**config.mk**
```make
export PLATFORM = sky130hd
export DESIGN_NAME = tinyqv_debug_periph
export DESIGN_NICKNAME = d
export VERILOG_FILES = /design/src/rtl/tinyqv_debug_periph_pkg.sv /design/src/rtl/tinyqv_debug_periph_uart_tx_fifo.sv /design/src/rtl/tinyqv_debug_periph.sv
export SDC_FILE = /design/constraint.sdc
export NUM_CORES = 1
export LEC_CHECK = 0
export CAP_MARGIN = 20
export CORE_UTILIZATION = 60
export DETAILED_ROUTE_END_ITERATION = 10
export PLACE_DENSITY = 0.84
export RECOVER_POWER = 50
export SLEW_MARGIN = 40
export SYNTH_ARGS = -nofsm -noshare
export SYNTH_HDL_FRONTEND = slang
export SYNTH_HIERARCHICAL = 1
export SYNTH_SLANG_ARGS = --single-unit
```
**constraint.sdc**
```tcl
create_clock -name clk -period 6.5 [get_ports clk]
set_input_delay 0.65 -clock clk [delete_from_list [all_inputs] [get_ports clk]]
set_output_delay 0.65 -clock clk [all_outputs]
set_load 0.01 [all_outputs]
```
**src/rtl/tinyqv_debug_periph_pkg.sv**
```systemverilog
// Shared register indices, status bit positions and TX state encoding
// for the tinyQV debug peripheral block.
package tinyqv_debug_periph_pkg;

  localparam logic [3:0] REG_GPIO_SEL    = 4'd3;
  localparam logic [3:0] REG_UART_DATA   = 4'd6;
  localparam logic [3:0] REG_UART_STATUS = 4'd7;
  localparam logic [3:0] REG_UART_DIV    = 4'd8;
  localparam logic [3:0] REG_DEBUG       = 4'd12;

  localparam int ST_BUSY      = 0;
  localparam int ST_FULL      = 1;
  localparam int ST_OVF       = 2;
  localparam int ST_IRQ_EN    = 3;
  localparam int ST_COUNT_LSB = 8;

  typedef enum logic [1:0] {
    TX_IDLE,
    TX_START,
    TX_DATA,
    TX_STOP
  } tx_state_t;

  function automatic logic is_write(input logic [1:0] write_n);
    return write_n != 2'b11;
  endfunction

endpackage

```
**src/rtl/tinyqv_debug_periph_uart_tx_fifo.sv**
```systemverilog
// Debug UART transmitter: TX FIFO, runtime baud divider and 8N1 shifter.
// Optional TX-done interrupt is built when DEBUG_UART_TX_IRQ_EN is defined.
module debug_uart_tx_fifo
  import tinyqv_debug_periph_pkg::*;
#(
  parameter int FIFO_DEPTH  = 8,
  parameter int DEFAULT_DIV = 24,
  localparam int PW = $clog2(FIFO_DEPTH),
  localparam int CW = PW + 1
) (
  input  logic          clk,
  input  logic          rst,
  input  logic          push,
  input  logic [7:0]    push_data,
  input  logic          clr_ovf,
  input  logic          div_we,
  input  logic [15:0]   div_wdata,
`ifdef DEBUG_UART_TX_IRQ_EN
  input  logic          irq_en,
  output logic          uart_irq,
`endif
  output logic          txd,
  output logic          busy,
  output logic          full,
  output logic          overflow,
  output logic [CW-1:0] count,
  output logic [15:0]   div
);

  logic [7:0]    mem [FIFO_DEPTH];
  logic [PW-1:0] wr_ptr;
  logic [PW-1:0] rd_ptr;
  tx_state_t     state;
  logic [15:0]   bit_div;
  logic [15:0]   bit_cnt;
  logic [2:0]    bit_idx;
  logic [7:0]    shreg;
  logic          empty;
  logic          do_push;
  logic          do_pop;
  logic          bit_end;

  assign empty   = count == '0;
  assign full    = count == CW'(FIFO_DEPTH);
  assign do_push = push && !full;
  assign bit_end = bit_cnt == bit_div;
  // Pop either from idle or in the last stop cycle so frames run back-to-back.
  assign do_pop  = !empty && ((state == TX_IDLE) || (state == TX_STOP && bit_end));
  assign busy    = !empty || (state != TX_IDLE);

  always_ff @(posedge clk) begin
    if (do_push) mem[wr_ptr] <= push_data;
  end

  always_ff @(posedge clk or posedge rst) begin
    if (rst) begin
      wr_ptr   <= '0;
      rd_ptr   <= '0;
      count    <= '0;
      overflow <= 1'b0;
      div      <= 16'(DEFAULT_DIV);
    end else begin
      if (do_push) wr_ptr <= wr_ptr + 1'b1;
      if (do_pop)  rd_ptr <= rd_ptr + 1'b1;
      count <= count + CW'(do_push) - CW'(do_pop);
      if (push && full)  overflow <= 1'b1;
      else if (clr_ovf)  overflow <= 1'b0;
      if (div_we) div <= div_wdata;
    end
  end

  always_ff @(posedge clk or posedge rst) begin
    if (rst) begin
      state   <= TX_IDLE;
      txd     <= 1'b1;
      bit_div <= 16'(DEFAULT_DIV);
      bit_cnt <= '0;
      bit_idx <= '0;
      shreg   <= '0;
    end else begin
      case (state)
        TX_IDLE: begin
          txd <= 1'b1;
          if (do_pop) begin
            shreg   <= mem[rd_ptr];
            bit_div <= div;
            bit_cnt <= '0;
            txd     <= 1'b0;
            state   <= TX_START;
          end
        end
        TX_START: begin
          if (bit_end) begin
            bit_cnt <= '0;
            bit_idx <= '0;
            txd     <= shreg[0];
            state   <= TX_DATA;
          end else begin
            bit_cnt <= bit_cnt + 1'b1;
          end
        end
        TX_DATA: begin
          if (bit_end) begin
            bit_cnt <= '0;
            if (bit_idx == 3'd7) begin
              txd   <= 1'b1;
              state <= TX_STOP;
            end else begin
              bit_idx <= bit_idx + 1'b1;
              shreg   <= shreg >> 1;
              txd     <= shreg[1];
            end
          end else begin
            bit_cnt <= bit_cnt + 1'b1;
          end
        end
        default: begin
          if (bit_end) begin
            bit_cnt <= '0;
            if (do_pop) begin
              shreg   <= mem[rd_ptr];
              bit_div <= div;
              txd     <= 1'b0;
              state   <= TX_START;
            end else begin
              state <= TX_IDLE;
            end
          end else begin
            bit_cnt <= bit_cnt + 1'b1;
          end
        end
      endcase
    end
  end

`ifdef DEBUG_UART_TX_IRQ_EN
  always_ff @(posedge clk or posedge rst) begin
    if (rst) uart_irq <= 1'b0;
    else     uart_irq <= empty && (state == TX_IDLE) && irq_en;
  end
`endif

endmodule

```
**src/rtl/tinyqv_debug_periph.sv**
```systemverilog
// tinyQV debug peripherals: bus decode, GPIO select, debug flag, straps,
// 1 us time pulse and buffered debug UART. Optional macro: DEBUG_UART_TX_IRQ_EN.
module tinyqv_debug_periph
  import tinyqv_debug_periph_pkg::*;
#(
  parameter int CLOCK_MHZ   = 25,
  parameter int NUM_SEL     = 2,
  parameter int FIFO_DEPTH  = 8,
  parameter int DEFAULT_DIV = 24
) (
  input  logic               clk,
  input  logic               rst,
  input  logic               sel,
  input  logic [3:0]         reg_idx,
  input  logic [1:0]         write_n,
  input  logic [1:0]         read_n,
  input  logic [31:0]        data_in,
  output logic [31:0]        data_out,
  output logic               data_ready,
  input  logic [NUM_SEL-1:0] sel_strap,
  output logic [NUM_SEL-1:0] gpio_out_sel,
  output logic               debug_reg_en,
  input  logic               dbg_strap,
  output logic               uart_txd,
  output logic               time_pulse
`ifdef DEBUG_UART_TX_IRQ_EN
  ,
  output logic               uart_irq
`endif
);

  localparam int CW = $clog2(FIFO_DEPTH) + 1;
  localparam int TW = (CLOCK_MHZ > 1) ? $clog2(CLOCK_MHZ) : 1;

  logic          bus_wr;
  logic          init_pending;
  logic [TW-1:0] time_cnt;
  logic          tx_busy;
  logic          tx_full;
  logic          tx_ovf;
  logic [CW-1:0] tx_count;
  logic [15:0]   tx_div;
  logic          irq_en_q;
  logic [31:0]   status_word;
  logic          unused_bits;

  assign bus_wr      = sel && is_write(write_n);
  assign data_ready  = 1'b1;
  assign unused_bits = ^{read_n, data_in[31:16]};

  // Straps load once after reset; a bus write in that same cycle overrides them.
  always_ff @(posedge clk or posedge rst) begin
    if (rst) begin
      gpio_out_sel <= '0;
      debug_reg_en <= 1'b0;
      init_pending <= 1'b1;
    end else begin
      if (init_pending) begin
        gpio_out_sel <= sel_strap;
        debug_reg_en <= dbg_strap;
        init_pending <= 1'b0;
      end
      if (bus_wr && reg_idx == REG_GPIO_SEL) gpio_out_sel <= data_in[NUM_SEL-1:0];
      if (bus_wr && reg_idx == REG_DEBUG)    debug_reg_en <= data_in[0];
    end
  end

`ifdef DEBUG_UART_TX_IRQ_EN
  always_ff @(posedge clk or posedge rst) begin
    if (rst) irq_en_q <= 1'b0;
    else if (bus_wr && reg_idx == REG_UART_STATUS) irq_en_q <= data_in[ST_IRQ_EN];
  end
`else
  assign irq_en_q = 1'b0;
`endif

  always_ff @(posedge clk or posedge rst) begin
    if (rst)                                time_cnt <= '0;
    else if (time_cnt == TW'(CLOCK_MHZ-1)) time_cnt <= '0;
    else                                    time_cnt <= time_cnt + 1'b1;
  end

  assign time_pulse = time_cnt == TW'(CLOCK_MHZ-1);

  debug_uart_tx_fifo #(
    .FIFO_DEPTH  (FIFO_DEPTH),
    .DEFAULT_DIV (DEFAULT_DIV)
  ) u_uart (
    .clk       (clk),
    .rst       (rst),
    .push      (bus_wr && reg_idx == REG_UART_DATA),
    .push_data (data_in[7:0]),
    .clr_ovf   (bus_wr && reg_idx == REG_UART_STATUS && data_in[ST_OVF]),
    .div_we    (bus_wr && reg_idx == REG_UART_DIV),
    .div_wdata (data_in[15:0]),
`ifdef DEBUG_UART_TX_IRQ_EN
    .irq_en    (irq_en_q),
    .uart_irq  (uart_irq),
`endif
    .txd       (uart_txd),
    .busy      (tx_busy),
    .full      (tx_full),
    .overflow  (tx_ovf),
    .count     (tx_count),
    .div       (tx_div)
  );

  always_comb begin
    status_word                            = '0;
    status_word[ST_BUSY]                   = tx_busy;
    status_word[ST_FULL]                   = tx_full;
    status_word[ST_OVF]                    = tx_ovf;
    status_word[ST_IRQ_EN]                 = irq_en_q;
    status_word[ST_COUNT_LSB+6:ST_COUNT_LSB] = 7'(tx_count);
  end

  always_comb begin
    data_out = 32'hFFFF_FFFF;
    if (sel) begin
      case (reg_idx)
        REG_GPIO_SEL:    data_out = 32'(gpio_out_sel);
        REG_UART_STATUS: data_out = status_word;
        REG_UART_DIV:    data_out = {16'h0000, tx_div};
        REG_DEBUG:       data_out = {31'h0, debug_reg_en};
        default:         data_out = 32'hFFFF_FFFF;
      endcase
    end
  end

endmodule

```
Word-level counts from Yosys, hierarchy flattened. Memory sizes are Yosys's and may differ from the RTL's. Index checks and enable logic that the tools add are counted. W data, S select, Z words.

Register bits: 82. Memories kept: 1. Bits of input ports: 46. Word-level logic and storage cells: 113. Memory bits (writable): 64. Output and inout port bits: 38.

Memory list: u_uart.mem (words 8, bits a word 8, read ports 1, clocked after Yosys merged registers in 0, write ports 1, line tinyqv_debug_periph_uart_tx_fifo.sv:30) `logic [7:0] mem [FIFO_DEPTH];`.

Bitwise logic cells: 2. Equal/unequal tests: 18. Muxes and demuxes: 40. Reduce and logical (&&, ||, !) cells: 30. Add/subtract/negate cells: 7.

Operators with widths (count): $pmux W32 S4 (1); $mux W16 (5); $mux W32 (1); $mux W8 (4); $pmux W16 S2 (1); $pmux W8 S3 (1); $add A16 B1 Y16 const B (1); $eq A16 B16 Y1 (1); $mux W2 (7); $mux W1 (13); $eq A4 B4 Y1 const B (3); $reduce_and A4 Y1 (3); $reduce_bool A2 Y1 (6); $logic_and A1 B1 Y1 (11); $add A3 B1 Y3 const B (3); $mux W3 (3); $eq A4 B3 Y1 const B (2); $ne A2 B1 Y1 const B (4); $pmux W2 S3 (1); $pmux W3 S2 (1); $add A5 B1 Y5 const B (1); $eq A5 B5 Y1 const B (1); $mux W5 (1); $reduce_and A5 Y1 (1); other kinds (16) (21).

Depth between registers and ports, before layout. Gate-level depths: netlist of run 1.

Depth in word-level cells: 7. Gate-level depth with buffers: 14.

Modules after synthesis. The synthesis of run 1 kept the hierarchy.

By module, submodules not included: debug_uart_tx_fifo (seq. area each 3754.9 um^2, times used 1, area an instance 6537.5 um^2, cells an instance 522); tinyqv_debug_periph (seq. area each 226.5 um^2, times used 1, area an instance 845.8 um^2, cells an instance 88).

Worst setup path after synthesis of run 1. Ideal clock, no wire load.

Path kind: input to register. Start: in sel. End: reg u_uart.count[2]. Buffers on the path: 0. Path slack: 3.782 ns. Data required time: 6.377 ns. Arrival: 2.595 ns. Cell stages on the path: 11. Cell sequence: a21boi_2 nand2_1 nor4b_1 nor2b_1 inv_1 ha_1 inv_1 ha_1 inv_1 fa_1 xnor2_1.

Cells in the longest elaborated chain, start to end: 5.

RTL lines: from (decl) (line tinyqv_debug_periph.sv:13) `input logic sel,`; $logic_and A1 B1 Y1 (line tinyqv_debug_periph.sv:47) `assign bus_wr = sel && is_write(write_n);`; $logic_and A1 B1 Y1 (line tinyqv_debug_periph.sv:91) `.push (bus_wr && reg_idx == REG_UART_DATA),`; $logic_and A1 B1 Y1 (line tinyqv_debug_periph_uart_tx_fifo.sv:45) `assign do_push = push && !full;`; $add A4 B1 Y4 (line tinyqv_debug_periph_uart_tx_fifo.sv:65) `count <= count + CW'(do_push) - CW'(do_pop);`; $sub A4 B1 Y4 (line tinyqv_debug_periph_uart_tx_fifo.sv:65); to (signal assigned) (line tinyqv_debug_periph_uart_tx_fifo.sv:65); to (decl) (line tinyqv_debug_periph_uart_tx_fifo.sv:26) `output logic [CW-1:0] count,`.

No other way between the ends. A chain may end at the register's enable or synchronous reset.

Worst setup path in the final report of run 1.
Start: reg u_uart.count[2]. End: out data_out[0].

Cells in the longest elaborated chain, start to end: 5.

RTL lines: $logic_not A4 Y1 (line tinyqv_debug_periph_uart_tx_fifo.sv:43) `assign empty = count == '0;`; $logic_not A1 Y1 (line tinyqv_debug_periph_uart_tx_fifo.sv:49) `assign busy = !empty || (state != TX_IDLE);`; $logic_or A1 B1 Y1 (line tinyqv_debug_periph_uart_tx_fifo.sv:49); via tx_busy (line tinyqv_debug_periph.sv:38) `logic tx_busy;`; $pmux W32 S4 (line tinyqv_debug_periph.sv:120) `case (reg_idx)`; $mux W32 (line tinyqv_debug_periph.sv:119) `if (sel) begin`; to (decl) (line tinyqv_debug_periph.sv:18) `output logic [31:0] data_out,`.

The timed path passes the listed nets, and every way through them passes these cells.

==> flow_summary.ini, run 1 <==
[sta]
holdWs_ns = 0.486
rsz0062_at_grt = no
max_clock_freq_mhz = 235
drv_slew = 0
worst_pin_slew_ns = 0.876
finalCritPeriodShare_pct = 65.4
setup_viol = 0
fin_crit_ns = 4.25
hold_viol_final = 0
max-slew-margin-rel_pct = 41.6
tns_ns = 0
fin_worst_skew_ns = 0.00592

[clock_network]
htree_levels = 4
cts_made_buffers = 17
clock_path_buffers = 2
postCtsHoldBufs = 0
post_cts_buffers = 0
cts.sinks = 146
clock_tree.root_cell = clkbuf_16
cts.clk_slew.worst_paths_ns = 0.06
clkLatencyLatePin_ns = 0.43
cts_tree = yes
cts_resized = 0

[floorplanning]
io_pins = 84
coreArea_mm2 = 0.0120
rows = 40
initial_core_util_pct = 61.5
fp.dieArea_mm2 = 0.0128
fp.dieW_um = 113
die_h_um = 113

[pwr]
p_switching_w = 0.00114
seqPwrFrac_pct = 40.2
internal_power_w = 0.00216
switching_share_pct = 34.5
leakage_nw = 3.33
clkPwrFrac_pct = 29.9
combPwrFrac_pct = 29.9
vdd_ir_drop_max_mv = 0.260
powerDensity_mw_per_mm2 = 387
total_power_w = 0.00330

[logic_synthesis]
synth.distinct_cells = 64
yosys.area_share.simple_pct = 11.4
synthAdderAreaFrac_pct = 3.15
synth_seq_area_share_pct = 53.9
ys_ff_latch = 146
yosys_warnings = 6
synth_area_leaders = edfxtp_1 (26%), dfrtp_1 (26%), mux2_2 (3.5%)
synth_top_area_cell = edfxtp_1
async_reset_ff_share_pct = 56.2
synth_edf_count = 64
synth_common_cells = dfrtp_1 (76), edfxtp_1 (64), nand2_1 (46), o21ai_0 (36), o211ai_1 (31)
synth_area_mm2 = 0.00738
syn_inst = 610
synthMuxAreaShare_pct = 9.61
synth_top_family_by_area = compound AO/OA/AOI/OAI gates
avgSynthCellArea_um2 = 12.1
syn-num-nets = 674
yosysMostFrequentCell = dfrtp_1
synth_xor_area_share_pct = 2.97
yosys.area.top_type_share_pct = 26.0
synth-compound-area-share_pct = 13.2
synth_flop_cell = dfrtp_1

[global_route]
grt_pass1_wl_mm = 26.3
grt_max_degree = 74
antenna_found_initial = 0
gr-total-overflow = 0
grt_pass1_vias = 5136
grt_use_total_pct = 27.3

[worst_setup_path]
critPathKind = flop to primary output
cp-end-kind = primary output
r2r_slack_ns = 3.29
cp-start-kind = flop
worst_ep_arrival_time_ns = 3.60
crit_path_end = data_out[0]
r2r_cells = 12
required_ns = 5.85
reg2reg_to = u_uart/count[2]
cp_max_fo = 11
critPathLaunch = u_uart/count[2]
r2r-start = u_uart/count[2]

[status]
outcome = completed

[routing]
via_per_inst = 6.23
vias = 5037
drt-pass1-iter-count = 5
post_drt_wl_per_cell_um = 19.6
drc = 0
drt_wl_total_mm = 15.9
drt-initial-drc-count = 430
ant_nets = 0

[place]
place.gp.congestion = 0.805
dp_hpwl_mm = 10.3
place_area_mm2 = 0.00795
port_buffers = 64

[layout]
drive_gt1_share_pct = 13.6
final_area_mm2 = 0.00853
antenna_cells = 0
syn2layout_area_growth_pct = 15.6
fin_nets = 712
final_util_pct = 71.0
nFillCells = 792

[hold_path]
min_path_cells = 1
hold_class = flop to flop
hold_start = time_cnt[0]

[flow_run]
maxCapViolCount = 0
==> cell families (layout without fill, tap and decap cells) <==
kind of cell | after synthesis | after routing
xor gates and xnor gates | 25 | 25
muxes | 55 | 55
DFF | 146 | 146
and+or+nand+nor | 152 | 152
other | 2 | 2
AOI/OAI and AO/OA | 136 | 136
adders and majority gates | 18 | 18
buffers and inverters | 76 | 127
==> sequential cells by signal (all words and copies together) (netlist names) <==
signal	count
u_uart/mem	64
u_uart/bit_cnt	16
u_uart/bit_div	16
u_uart/div	16
u_uart/shreg	8
time_cnt	5
u_uart/count	4
u_uart/bit_idx	3
u_uart/rd_ptr	3
u_uart/wr_ptr	3
gpio_out_sel	2
u_uart/state	2
debug_reg_en	1
init_pending	1
u_uart/overflow	1
u_uart/txd	1
==> critical path: stages, from the launching register on <==
cell,delay [ns]
dfrtp_1,0.38
inv_1,0.11
ha_1,0.15
nor3b_2,0.48
and2_1,0.49
clkinv_1,0.48
mux2i_1,0.32
a22o_1,0.19
nand2_1,0.06
clkdlybuf4s50_1,0.49
==> cell type report <==
type,count,area (um2),area share [%]
timing repair buffer,67,663,7.77
inverter,28,105,1.23
multi-input combinational,388,3000,35.2
tap,147,184,2.16
sequential,146,3980,46.7
clock buffer,18,429,5.03
clock inverter,14,168,1.97
==> worst min-delay path by stage <==
| stage | end | slack, ns |
|---|---|---|
| after detailed placement | time_cnt[0] | 0.48 |
| after CTS | time_cnt[0] | 0.49 |
| final | time_cnt[0] | 0.49 |
| after global routing | time_cnt[0] | 0.51 |
| after floorplan | time_cnt[0] | 0.45 |
| after global placement | time_cnt[0] | 0.47 |
==> through the flow <==
stage | setup slack, ns | std cells
2_1_floorplan | 3.78 | 610
3_3_place_gp | 2.72 | 776
3_5_place_dp | 2.73 | 776
4_1_cts | 2.28 | 808
5_1_grt | 2.14 | 808
6_report | 2.25 | 808
==> layout by cell type (no fill, tap or decap), types with 17 or more instances in the layout <==
master,synthesis,routed
nand2_1,46,46
inv_1,27,26
dfrtp_1,76,74
o211ai_1,31,31
edfxtp_1,64,64
xor2_1,21,21
mux2_2,23,23
mux2i_1,18,18
o21ai_0,36,36
clkdlybuf4s50_1,0,50
clkbuf_16,0,17
nand2b_1,25,25
==> power by group through the flow <==
stage | combinational [W] | clock [W] | sequential (W)
2_1_floorplan | 0.000829 | 0 | 0.00124
3_3_place_gp | 0.000924 | 0 | 0.00132
3_5_place_dp | 0.000968 | 0 | 0.00134
4_1_cts | 0.000991 | 0.000998 | 0.00132
5_1_grt | 0.00110 | 0.00104 | 0.00135
6_report | 0.000987 | 0.000987 | 0.00133
==> metal layers <==
metal	share of wire [%]	track usage, %	vias to the layer above	wire length [um]
met1	42	35.6	2526	6680
met4	2.7	14.1	0	421
met2	50	43.7	174	7990
met3	4.9	5.84	36	771
met5	0	0	-	0
li1	-	-	2301	-
Note: power is estimated with default switching activity, not from simulation.
==> inputs of run 2 (changes only) <==
--- a/config.mk
+++ b/config.mk
@@ -6,9 +6,9 @@
 export NUM_CORES = 1
 export LEC_CHECK = 0
 export CAP_MARGIN = 20
-export CORE_UTILIZATION = 60
+export CORE_UTILIZATION = 51
 export DETAILED_ROUTE_END_ITERATION = 10
-export PLACE_DENSITY = 0.84
+export PLACE_DENSITY = 0.76
 export RECOVER_POWER = 50
 export SLEW_MARGIN = 40
 export SYNTH_ARGS = -nofsm -noshare
==> constraint.sdc (replaced) <==
create_clock -name clk -period 3.5 [get_ports clk]
set_input_delay 0.35 -clock clk [delete_from_list [all_inputs] [get_ports clk]]
set_output_delay 0.35 -clock clk [all_outputs]
set_load 0.01 [all_outputs]
==> flow_summary.ini, run 2 (synthesis results as in run 1) <==
[status]
outcome = finished, violations left
violations = max-capacitance violations, max-slew violations

[global_route]
grt_pass1_wl_mm = 24.0
grt_pass1_vias = 4820
grt_max_degree = 74
antenna_found_initial = 0
grt_use_total_pct = 21.4
gr-total-overflow = 0

[clock_network]
clock_tree.root_cell = clkbuf_16
cts.sinks = 146
postCtsHoldBufs = 0
htree_levels = 4
post_cts_buffers = 0
cts.clk_slew.worst_paths_ns = 0.06
cts_tree = yes
cts_resized = 0
clkLatencyLatePin_ns = 0.42
clock_path_buffers = 2
cts_made_buffers = 17

[pwr]
powerDensity_mw_per_mm2 = 698
total_power_w = 0.00602
leakage_nw = 3.38
combPwrFrac_pct = 30.5
clkPwrFrac_pct = 28.7
vdd_ir_drop_max_mv = 0.512
internal_power_w = 0.00397
switching_share_pct = 34.1
seqPwrFrac_pct = 40.8
p_switching_w = 0.00205

[layout]
layout_common_cells = dfrtp_1 (74), edfxtp_1 (64), clkdlybuf4s50_1 (50)
syn2layout_area_growth_pct = 16.8
largest_reg_flops = 64
regMostFlops = u_uart/mem
nFillCells = 1086
fin_nets = 726
final_util_pct = 61.7
drive_gt1_share_pct = 14.8
antenna_cells = 0
final_cells = 855
layout_commonest_cell = dfrtp_1
final_area_mm2 = 0.00863

[place]
port_buffers = 64
dp_hpwl_mm = 10.4
place_inst = 823
place.gp.congestion = 0.803
place_area_mm2 = 0.00807

[sta]
worst_pin_slew_ns = 1.85
finalCritPeriodShare_pct = 90.6
tns_ns = 0
max-slew-margin-rel_pct = -23.3
rsz0062_at_grt = no
drv_slew = 74
fin_crit_ns = 3.17
hold_viol_final = 0
fin_worst_skew_ns = 0.00822
max_clock_freq_mhz = 315
setup_viol = 0

[routing]
drt_wl_total_mm = 15.2
via_per_inst = 5.79
vias = 4952
post_drt_wl_per_cell_um = 17.7
ant_nets = 0
drt-pass1-iter-count = 4
drc = 0
drt-initial-drc-count = 535

[flow_run]
maxCapViolCount = 1

[floorplanning]
fp.dieW_um = 122
rows = 43
fp.dieArea_mm2 = 0.0150
die_h_um = 122
initial_core_util_pct = 52.8
coreArea_mm2 = 0.0140
io_pins = 84

[worst_setup_path]
worst_ep_arrival_time_ns = 2.82
reg2reg_to = u_uart/count[2]
crit_path_end = data_out[0]
r2r_cells = 11
cp_max_fo = 7
required_ns = 3.15
r2r_slack_ns = 0.65
cp-start-kind = flop
cp-end-kind = primary output
critPathKind = flop to primary output
critPathLaunch = u_uart/count[2]
r2r-start = u_uart/bit_cnt[13]

[hold_path]
hold_class = primary input to async pin
==> run 2: cell types whose count changed in the layout (fill, tap and decap cells not counted), moves of 2 or more <==
| cell | before | now |
|---|---|---|
| nor3_2 | 2 | 0 |
| nor3_1 | 4 | 6 |
| clkinvlp_4 | 2 | 0 |
| clkinv_1 | 2 | 4 |
| clkinv_4 | 1 | 4 |
| inv_6 | 7 | 4 |
| buf_4 | 1 | 14 |
==> run 2: area by class of cell <==
type | count | area [um2] | area share (%)
inverter | 28 | 105 | 1.22
clock buffer | 19 | 443 | 5.13
sequential | 146 | 3980 | 46.2
clock inverter | 13 | 124 | 1.44
tap | 180 | 225 | 2.61
multi-input combinational | 388 | 2990 | 34.6
timing repair buffer | 81 | 758 | 8.79
==> run 2: metrics by stage <==
stage                     hold WS [ns]  setup WS [ns]
after floorplan                  0.177          0.883
after global placement           0.476          0.417
after detailed placement         0.492          0.340
after CTS                        0.228          0.354
after global routing             0.374          0.155
final                            0.354          0.330
==> run 2: worst max-delay path: stages (launching register included) <==
cell and delay, ns:
dfrtp_1 0.37, inv_1 0.11, ha_1 0.15, nor3b_2 0.49, and2_0 0.25, clkinv_1 0.17, mux2i_1 0.17, a22o_1 0.16
nand2_1 0.05, clkdlybuf4s50_1 0.48
==> run 2: power groups by stage <==
stage,clock (W),sequential [W],combinational [W]
3_5_place_dp,0,0.00248,0.00181
2_1_floorplan,0,0.00230,0.00154
4_1_cts,0.00175,0.00246,0.00183
3_3_place_gp,0,0.00246,0.00174
5_1_grt,0.00182,0.00250,0.00203
6_report,0.00173,0.00246,0.00183
==> run 2: how the worst min path moves through the flow <==
stage / from / end / slack (ns) / cells past startpoint
floorplan: rst / debug_reg_en / 0.18 / 1
global placement: time_cnt[0] / time_cnt[0] / 0.48 / 1
detailed placement: time_cnt[0] / time_cnt[0] / 0.49 / 1
CTS: rst / debug_reg_en / 0.23 / 2
global route: rst / debug_reg_en / 0.37 / 2
finish: rst / debug_reg_en / 0.35 / 2
==> run 2: layer usage <==
layer	track usage, %	vias up	wire, um	part of all wire (%)
met5	0	-	0	0
met4	8.38	0	184	1.2
met3	4.74	13	684	4.5
met2	35.2	128	7610	50
met1	27.4	2469	6680	44
li1	-	2342	-	-
==> inputs of run 3 (changes only) <==
--- a/config.mk
+++ b/config.mk
@@ -6,9 +6,9 @@
 export NUM_CORES = 1
 export LEC_CHECK = 0
 export CAP_MARGIN = 20
-export CORE_UTILIZATION = 51
+export CORE_UTILIZATION = 47
 export DETAILED_ROUTE_END_ITERATION = 10
-export PLACE_DENSITY = 0.76
+export PLACE_DENSITY = 0.71
 export RECOVER_POWER = 50
 export SLEW_MARGIN = 40
 export SYNTH_ARGS = -nofsm -noshare
==> flow_summary.ini, run 3 (synthesis results as in run 1) <==
[global_route]
gr-total-overflow = 0
antenna_found_initial = 1
grt_pass1_wl_mm = 25.0
grt_max_degree = 41
grt_pass1_vias = 4887
grt_use_total_pct = 20.1

[worst_setup_path]
path_delay_family = simple AND/OR/NAND/NOR gates
cp-start-kind = flop
cp_slowest_cell = clkdlybuf4s50_1
critPathKind = flop to primary output
required_ns = 3.15
slowest_delay_ns = 0.48
cp_max_fo = 7
cp-end-kind = primary output
path_cells = inv_1, ha_1, nor3b_2, and2_1, clkinv_1, mux2i_1, a22o_1, nand2_1, clkdlybuf4s50_1
crit_buf_inv = 3
worst_ep_arrival_time_ns = 2.76

[pwr]
total_power_w = 0.00604
vdd_ir_drop_max_mv = 0.414
powerDensity_mw_per_mm2 = 695
leakage_nw = 3.40

[clock_network]
cts_tree = yes
clkLatencyLatePin_ns = 0.42
cts_resized = 0
cts.clk_slew.worst_paths_ns = 0.06
clock_tree.root_cell = clkbuf_16
htree_levels = 4
cts_made_buffers = 17
cts.sinks = 146
post_cts_buffers = 0
clock_path_buffers = 2
postCtsHoldBufs = 0

[sta]
fin_crit_ns = 3.11
fin_worst_skew_ns = 0.00751
max_clock_freq_mhz = 321
tns_ns = 0
drv_slew = 35
setup_viol = 0
max-slew-margin-rel_pct = -8.92
finalCritPeriodShare_pct = 89.0
worst_pin_slew_ns = 1.62
hold_viol_final = 0
rsz0062_at_grt = no

[floorplanning]
coreArea_mm2 = 0.0153
initial_core_util_pct = 48.4
fp.dieArea_mm2 = 0.0162
io_pins = 84
die_h_um = 127
fp.dieW_um = 127
rows = 45

[routing]
ant_nets = 0
drt-pass1-iter-count = 5
drc = 0
vias = 4982
post_drt_wl_per_cell_um = 17.2
drt-initial-drc-count = 368
drt_wl_total_mm = 15.3
via_per_inst = 5.60

[place]
port_buffers = 64
dp_hpwl_mm = 10.7
place_inst = 856
place.gp.congestion = 0.784

[layout]
layout_commonest_cell = dfrtp_1
largest_reg_flops = 64
syn2layout_area_growth_pct = 17.7
layout_common_cells = dfrtp_1 (74), edfxtp_1 (64), clkdlybuf4s50_1 (50)
seqCellArea_mm2 = 0.00398
multi_input_comb_area_mm2 = 0.00298
nFillCells = 1246
drive_gt1_share_pct = 15.5
fin_nets = 728
regMostFlops = u_uart/mem
final_cells = 889

[hold_path]
hold_class = primary input to async pin

[flow_run]
maxCapViolCount = 1

[status]
outcome = finished, violations left
violations = max-capacitance violations, max-slew violations
-- run 3: power by group --
part / switching (W) / total, W / leakage [nW] / internal (W)
Clock: 0.000756 / 0.00177 / 0.292 / 0.00101
Sequential: 0.000369 / 0.00245 / 1.54 / 0.00208
Combinational: 0.000948 / 0.00183 / 1.57 / 0.000881
-- run 3: through the flow --
step	setup slack, ns	hold WS [ns]	util [%]	area [um2]
after floorplan	0.883	0.177	-	7380
after global placement	0.537	0.475	53.3	8140
after detailed placement	0.482	0.482	53.3	8140
after CTS	0.333	0.231	57.1	8720
after global routing	0.153	0.389	57.0	8690
final	0.386	0.369	57.0	8690
-- run 3: routing by layer --
| layer | vias to the layer above | share of wire [%] | global-route usage [%] |
|---|---|---|---|
| met5 | - | 0 | 0 |
| met4 | 0 | 1.1 | 6.16 |
| met3 | 14 | 4.5 | 4.65 |
| met2 | 139 | 50 | 33.2 |
| met1 | 2484 | 44 | 26.3 |
| li1 | 2345 | - | - |
-- run 3: layout make-up --
type | count | share of cell area (%)
clock buffer | 19 | 5.47
sequential | 146 | 45.8
clock inverter | 13 | 1.22
multi-input combinational | 388 | 34.3
tap | 211 | 3.04
timing repair buffer | 83 | 8.89
antenna | 1 | 0.0288
inverter | 28 | 1.22
-- run 3: worst paths after layout --
check / start / endpoint / slack [ns] / cells past startpoint
worst min-delay path: rst / gpio_out_sel[1] / 0.37 / 2
worst max register to register: u_uart/bit_cnt[2] / u_uart/count[3] / 0.52 / 11
worst max-delay path: u_uart/count[2] / data_out[0] / 0.39 / 9
worst min register to register: u_uart/shreg[0] / u_uart/shreg[0] / 0.49 / 1
min in group clk: u_uart/shreg[0] / u_uart/shreg[0] / 0.49 / 1
max in group asynchronous: rst / u_uart/rd_ptr[1] / 1.02 / 3
==> patch: new RTL, config.mk and constraints of run 1 <==
One comparison of `count` changes from == to >=.
--- a/src/rtl/tinyqv_debug_periph_uart_tx_fifo.sv
+++ b/src/rtl/tinyqv_debug_periph_uart_tx_fifo.sv
@@ -41,7 +41,7 @@
   logic          bit_end;
 
   assign empty   = count == '0;
-  assign full    = count == CW'(FIFO_DEPTH);
+  assign full    = count >= CW'(FIFO_DEPTH);
   assign do_push = push && !full;
   assign bit_end = bit_cnt == bit_div;
   // Pop either from idle or in the last stop cycle so frames run back-to-back.
Function: no difference found for any inputs over 4 cycles, from zero or initial values and one cycle with rst high; that may be too few to reach the edited logic, so the function may still have changed.
==> patch against run 1 <==
- the flow now finishes with violations (capacitance limit, slew limit)
- final area is 4.4% lower
- synthesized area is 6.0% lower
- synthesized cell count is 16% lower
- combinational power is 9.6% lower
- sequential power is 3% higher
- sequential cell count stayed put
- sequential share of layout area is 2.2 points higher
- worst hold slack better by 0.0027 ns
- setup slack better by 0.018 ns
- power is 2.9% lower
- wire length is 8.4% lower
- count of clock-buffer cells in the layout is 2 higher
- global-route usage is 0.37 points lower
==> patch: results (changes against run 1) <==
- Max Cap Viol: 1 (was 0)
- Vias in the first global route: 4460 (was 5136)
- Place WS: 2.51 ns (was 2.73 ns)
- Synth Area in Compound Gates: 7.57% (was 13.2%)
- Vias: 4335 (was 5037)
- Seq area share: 48.8% (was 46.7%)
- Sw Pwr: 1.01 mW (was 1.14 mW)
- Failing checks: capacitance limit, slew limit
- DP Cell Count: 684 (was 776)
- Clock buf count: 20 (was 18)
- Worst IR Drop VDD: 0.331 mV (was 0.260 mV)
- Clock buffer depth: 2 (unchanged)
- Headroom to the max-slew limit: -28.8% (was 41.6%)
- Total track usage: 26.9% (was 27.3%)
- Synth cell types: 60 (was 64)
- Worst EP arrival: 3.58 ns (was 3.60 ns)
- Reg power frac: 42.6% (was 40.2%)
- WL met3: 754 um (was 771 um)
- Multi-input combinational area share: 32.5% (was 35.2%)
- Slowest stage delay, CP: 0.57 ns (was 0.49 ns)
- Detailed Route WL: 14500 um (was 15900 um)
- Comb_multi_in: 307 (was 388)
- Placed Area: 7600 um^2 (was 7950 um^2)
- M2 GR Usage: 43.6% (was 43.7%)
- Met1 wire length: 6030 um (was 6680 um)
- RD Place Congestion: 0.800 (was 0.805)
- Met3 usage: 8.24% (was 5.84%)
- Sw Ratio: 31.4% (was 34.5%)
- Mapped Cells: 511 (was 610)
- HPWL Detailed: 9410 um (was 10300 um)
- Fillers: 674 (was 792)
- Syn_nets: 575 (was 674)
- Final Slew Violations: 26 (was 0)
- Total length of routed met2 wires: 7510 um (was 7990 um)
- Critical path fanouts, max: 13 (was 11)
- First-pass GRT wire length: 23200 um (was 26300 um)
- Nets: 627 (was 712)
- Clock Skews: 0.00594 ns (was 0.00592 ns)
- Clock network share of area: 7.09% (was 7.00%)
- Non-clk buf share: 8.46% (was 7.77%)
- Delay-heaviest family, CP: simple AND/OR/NAND/NOR gates (was buffers and inverters)
- Status: finished, violations left (was finished clean)
- Clock network power: 0.948 mW (was 0.987 mW)
- Routed len/inst: 20.3 um (was 19.6 um)
- Post-route core utilization: 73.6% (was 71.0%)
- DRT iter0 DRCs: 316 (was 430)
- Repair and plain buffers: 70 (was 67)
- Inverters: 21 (was 28)
- Leakage: 3.35 nW (was 3.33 nW)
- Met1 Usage GRT: 34.6% (was 35.6%)
- Commonest cells post-synth: dfrtp_1 (76), edfxtp_1 (64), mux2_2 (33), nand2_1 (29), xor2_1 (22) (was dfrtp_1 (76), edfxtp_1 (64), nand2_1 (46), o21ai_0 (36), o211ai_1 (31))
- Seq/Total Area, Yosys: 57.3% (was 53.9%)
[patch: cell count changes in the layout (fill, tap and decap cells not counted), moves of 9 or more]
| cell | run 1 | this run |
|---|---|---|
| mux2_4 | 0 | 10 |
| nand2_1 | 46 | 29 |
| nand2b_1 | 25 | 9 |
| o211ai_1 | 31 | 0 |
| mux2_2 | 23 | 33 |
| o21ai_0 | 36 | 22 |
| nor2b_1 | 11 | 2 |
[patch: final timing paths]
| check | start | end | slack, ns | cells past startpoint |
|---|---|---|---|---|
| setup reg to reg | u_uart/bit_cnt[7] | u_uart/count[2] | 2.58 | 10 |
| hold reg to reg | time_cnt[0] | time_cnt[0] | 0.49 | 1 |
| hold / removal | time_cnt[0] | time_cnt[0] | 0.49 | 1 |
| max in group asynchronous | rst | u_uart/rd_ptr[1] | 5.13 | 3 |
| setup / recovery | u_uart/count[2] | data_out[0] | 2.27 | 9 |
| min in group asynchronous | rst | gpio_out_sel[1] | 0.67 | 2 |
